[src/rtl/cyc_enc_serial.sv]
// cyc_enc_serial: bit-serial systematic cyclic-code encoder (LFSR division) with valid/ready streams and a parallel codeword copy
module cyc_enc_serial #(
    parameter int N = 15,
    parameter int K = 7,
    parameter logic [N-K:0] G_POLY = 9'h1D1
) (
    input  logic         clk,
    input  logic         rst_n,
    input  logic         clr,
    input  logic         in_valid,
    output logic         in_ready,
    input  logic         in_bit,
    output logic         out_valid,
    input  logic         out_ready,
    output logic         out_bit,
    output logic         out_last,
    output logic [N-1:0] cw_out,
    output logic         cw_valid
);
    localparam int P = N - K;
    localparam int CW = $clog2(N);

    typedef enum logic {MSG, PAR} state_t;

    state_t        state;
    logic [CW-1:0] cnt;
    logic [P-1:0]  par;
    logic [N-1:0]  sr;
    logic          free, out_hs, ld, nb, fb, wrap;

    if (K < 1 || K >= N || G_POLY[P] != 1'b1 || G_POLY[0] != 1'b1) begin : g_bad_params
        $error("cyc_enc_serial: need N > K >= 1 and G_POLY with top and constant coefficients set");
    end

    assign free     = !out_valid || out_ready;
    assign in_ready = state == MSG && free && !clr && rst_n;
    assign out_hs   = out_valid && out_ready;
    assign ld       = (in_valid && in_ready) || (state == PAR && free);
    assign nb       = state == MSG ? in_bit : par[P-1];
    assign fb       = in_bit ^ par[P-1];
    assign wrap     = cnt == (state == MSG ? CW'(K - 1) : CW'(P - 1));

    // Single-stage output register: message bits pass through while the LFSR divides, then the remainder is shifted out
    always_ff @(posedge clk) begin
        if (!rst_n || clr) begin
            state     <= MSG;
            cnt       <= '0;
            par       <= '0;
            sr        <= '0;
            out_valid <= 1'b0;
            out_bit   <= 1'b0;
            out_last  <= 1'b0;
            cw_valid  <= 1'b0;
            if (!rst_n) cw_out <= '0;
        end else begin
            cw_valid <= out_hs && out_last;
            if (out_hs && out_last) cw_out <= sr;
            if (ld) begin
                out_bit   <= nb;
                out_valid <= 1'b1;
                out_last  <= state == PAR && wrap;
                sr        <= {sr[N-2:0], nb};
                par       <= (par << 1) ^ (state == MSG && fb ? G_POLY[P-1:0] : '0);
                cnt       <= wrap ? '0 : cnt + CW'(1);
                if (wrap) state <= state == MSG ? PAR : MSG;
            end else if (out_hs) begin
                out_valid <= 1'b0;
                out_last  <= 1'b0;
            end
        end
    end
endmodule

[config.mk]
export PLATFORM = sky130hd
export DESIGN_NAME = cyc_enc_serial
export DESIGN_NICKNAME = d
export VERILOG_FILES = /design/src/rtl/cyc_enc_serial.sv
export SDC_FILE = /design/constraint.sdc
export NUM_CORES = 1
export LEC_CHECK = 0
export CORE_ASPECT_RATIO = 0.6
export CORE_MARGIN = 3
export CORE_UTILIZATION = 40
export CTS_BUF_LIST = sky130_fd_sc_hd__clkbuf_4
export CTS_CLUSTER_SIZE = 24
export DETAILED_ROUTE_END_ITERATION = 8
export PLACE_DENSITY_LB_ADDON = 0.08
export SLEW_MARGIN = 0
export SYNTH_ARGS = -nofsm -noshare
export SYNTH_HDL_FRONTEND = slang
export SYNTH_SLANG_ARGS = --single-unit
[constraint.sdc]
create_clock -name clk -period 1.85 [get_ports clk]
set_input_delay 0.185 -clock clk [delete_from_list [all_inputs] [get_ports clk]]
set_output_delay 0.185 -clock clk [all_outputs]
set_load 0.05 [all_outputs]
==> metrics.yaml <==
clk_pin_slew_ns: 0.14
routed.top_layer: "met3"
mostFrequentLayoutCell: "nand2_1"
portBuffers: 25
route.met2.wl_mm: 1.45
track_usage_pct: 13.6
core_area_um2: 4210
final-hold-violation-count: 0
postCtsSetupBuffers: 0
drive_gt1_share_pct: 11.1
cp.required_ns: 1.66
irDropWorstVdd_mv: 0.398
wl_met3_um: 139
fin_crit_ns: 1.74
crit_type: "reg -> out"
h-tree-depth: 2
swShare_pct: 25.7
fin_cells: 277
cp-start-kind: "flop"
start_util_pct: 42.7
dieArea_um2: 5360
post-route-drc-count: 0
reg2reg_slack_ns: 0.34
r2r-start: "out_valid$_SDFFE_PP0P_"
vias: 1336
wl_mm: 3.20
cp_max_fo: 4
critPathBufInv: 1
leakagePower_uw: 0.000750
cts_buffers: 5
synth-xor-area-share_pct: 2.44
period_share_pct: 94.1
critPathSlowestCell: "clkdlybuf4s50_1"
muxShareOfSynthArea_pct: 0.557
synth_top_family_by_area: "simple AND/OR/NAND/NOR gates"
clock.fmax_mhz: 574
hold_path_class: "reg -> reg"
drt-met1-wl_mm: 1.60
cts_tree: "yes"
crit_start: "sr[0]$_SDFFE_PP0P_"
syn_nets: 191
ctsHoldBuffers: 0
ant_nets: 0
die_y_um: 57.9
antenna_found_initial: 0
clk_latency_ns: 0.35
firstDrtPassIters: 4
tightest_slew_ns: 0.501
synth_fa_ha_area_share_pct: 0.696
setup_viol: 0
synth_seq_cells: 46
timing.hold.ws_ns: 0.465
placed_cells: 269
outcome: "completed"
synthCells: 184
syn_to_final_growth_pct: 24.2
grt_pass1_wl_mm: 5.75
cp_cell_sequence: "clkdlybuf4s50_1"
setup_ws_ns: 0.109
io_pins: 26
rr_worst_depth: 5
place_area_um2: 2170
arrival_ns: 1.56
tns_ns: 0
max_cap_viol_count: 0
final_max_slew_viol_count: 0
post-place-ws_ns: 0.0840
gr-total-overflow: 0
grt_max_degree: 23
rsz0062_at_grt: "no"
cts.sinks: 46
skew_ns: 0.00736
vias_per_cell: 4.82
clkPwrFrac_pct: 27.4
place_hpwl_mm: 2.20
synth_cell_types: 28
rows: 18
cts_resized: 0
final_area_um2: 2230
synth_warnings: 0
synth_compound_area_share_pct: 11.2
synthesis.area_um2: 1800
r2r_end: "sr[3]$_SDFFE_PP0P_"
worstSetupEndpointType: "output port"
die_w_um: 92.5
clk_path_buf_depth: 2
place.gp.congestion: 0.713
intPower_uw: 1270
crit_cells: 1
comb_power_share_pct: 10.3
path_delay_family: "buffers and inverters"
avgSynthCellArea_um2: 9.76
p_switching_uw: 438
antennaDiodeCount: 0
pwr_density_cell_nw_per_um2: 763
first_iter_violations: 53
grt_pass1_vias: 1296
root_buffer: "clkbuf_4"
mostFrequentLayoutCells: "nand2_1, dfxtp_1, a21oi_1, clkdlybuf4s50_1"
pwr-share-seq_pct: 62.3
cp_slowest_stage_delay_ns: 0.81
critical_path.endpoint: "out_bit"
seq_area_frac_synth_pct: 59.6
final_nets: 223
slew_headroom_pct: 66.5
synthSimpleGateAreaFrac_pct: 21.8
wl_per_cell_um: 11.5
-- logic make-up after synthesis --
family | after synthesis
multiplexers | 1
XOR/XNOR | 5
flip-flops | 46
AND/OR/NAND/NOR | 81
adder cells (fa/ha/maj) | 1
AO/OA/AOI/OAI | 37
buffers and inverters | 13
-- Yosys cell counts, drive strengths merged --
cell    number  share of area, %
nand2       40               8.4
dfxtp       31                35
a21oi       26               7.2
and2        15               5.2
edfxtp      15                25
buf          7               2.4
nand3        7               1.9
nor2         7               1.5
clkbuf       5               1.0
o21ai        5               1.4
xnor2        5               2.4
nand4b       3               1.5
a211oi       2              0.84
nor2b        2              0.70
nor3         2              0.56
nor4b        2              0.98
a211o        1              0.49
a31oi        1              0.35
ha           1              0.70
inv          1              0.21
mux2i        1              0.56
nand2b       1              0.35
nand3b       1              0.42
o31ai        1              0.42
o41ai        1              0.49
or3          1              0.35
-- cell type report --
class	instances	area, µm²
Fill cell	405	1980
Inverter	1	3.75
Timing Repair Buffer	37	350
Multi-Input combinational cell	125	673
Clock inverter	3	21.3
Sequential cell	46	1070
Clock buffer	5	37.5
Tap cell	60	75.1
-- metrics by stage --
| stage | utilization [%] | total power, µW |
|---|---|---|
| floorplan | - | 1190 |
| global placement | 51.6 | 1260 |
| detailed placement | 51.6 | 1260 |
| CTS | 53.0 | 1730 |
| global route | 53.0 | 1780 |
| finish | 53.0 | 1700 |
-- power groups by stage --
stage | clock, µW | sequential, µW | combinational, µW
floorplan | 0 | 1130 | 58.7
global placement | 0 | 1080 | 175
detailed placement | 0 | 1080 | 177
CTS | 493 | 1060 | 177
global route | 528 | 1060 | 188
finish | 466 | 1060 | 175
-- how the worst min path moves through the flow --
stage                     slack (ns)           startpoint  cells after the start                endpoint
after floorplan                 0.31             in_valid                      2  out_valid$_SDFFE_PP0P_
after global placement          0.44  par[1]$_SDFFE_PP0P_                      2     par[2]$_SDFFE_PP0P_
after detailed placement        0.45  par[1]$_SDFFE_PP0P_                      2     par[1]$_SDFFE_PP0P_
after CTS                       0.46  par[2]$_SDFFE_PP0P_                      2     par[3]$_SDFFE_PP0P_
after global routing            0.48  par[2]$_SDFFE_PP0P_                      2     par[3]$_SDFFE_PP0P_
final                           0.47  par[2]$_SDFFE_PP0P_                      2     par[3]$_SDFFE_PP0P_
-- flip-flops by register name (all words and copies together) (netlist names) --
signal,cells
par,8
state,1
out_valid,1
out_last,1
cw_out,15
sr,15
cw_valid,1
cnt,4
-- metal layers --
| layer | up-vias | track usage, % |
|---|---|---|
| li1 | 692 | - |
| met1 | 623 | 17.4 |
| met5 | - | 0 |
| met4 | 0 | 4.44 |
| met2 | 21 | 22.4 |
| met3 | 0 | 4.02 |
(Power assumes the default switching activity.)
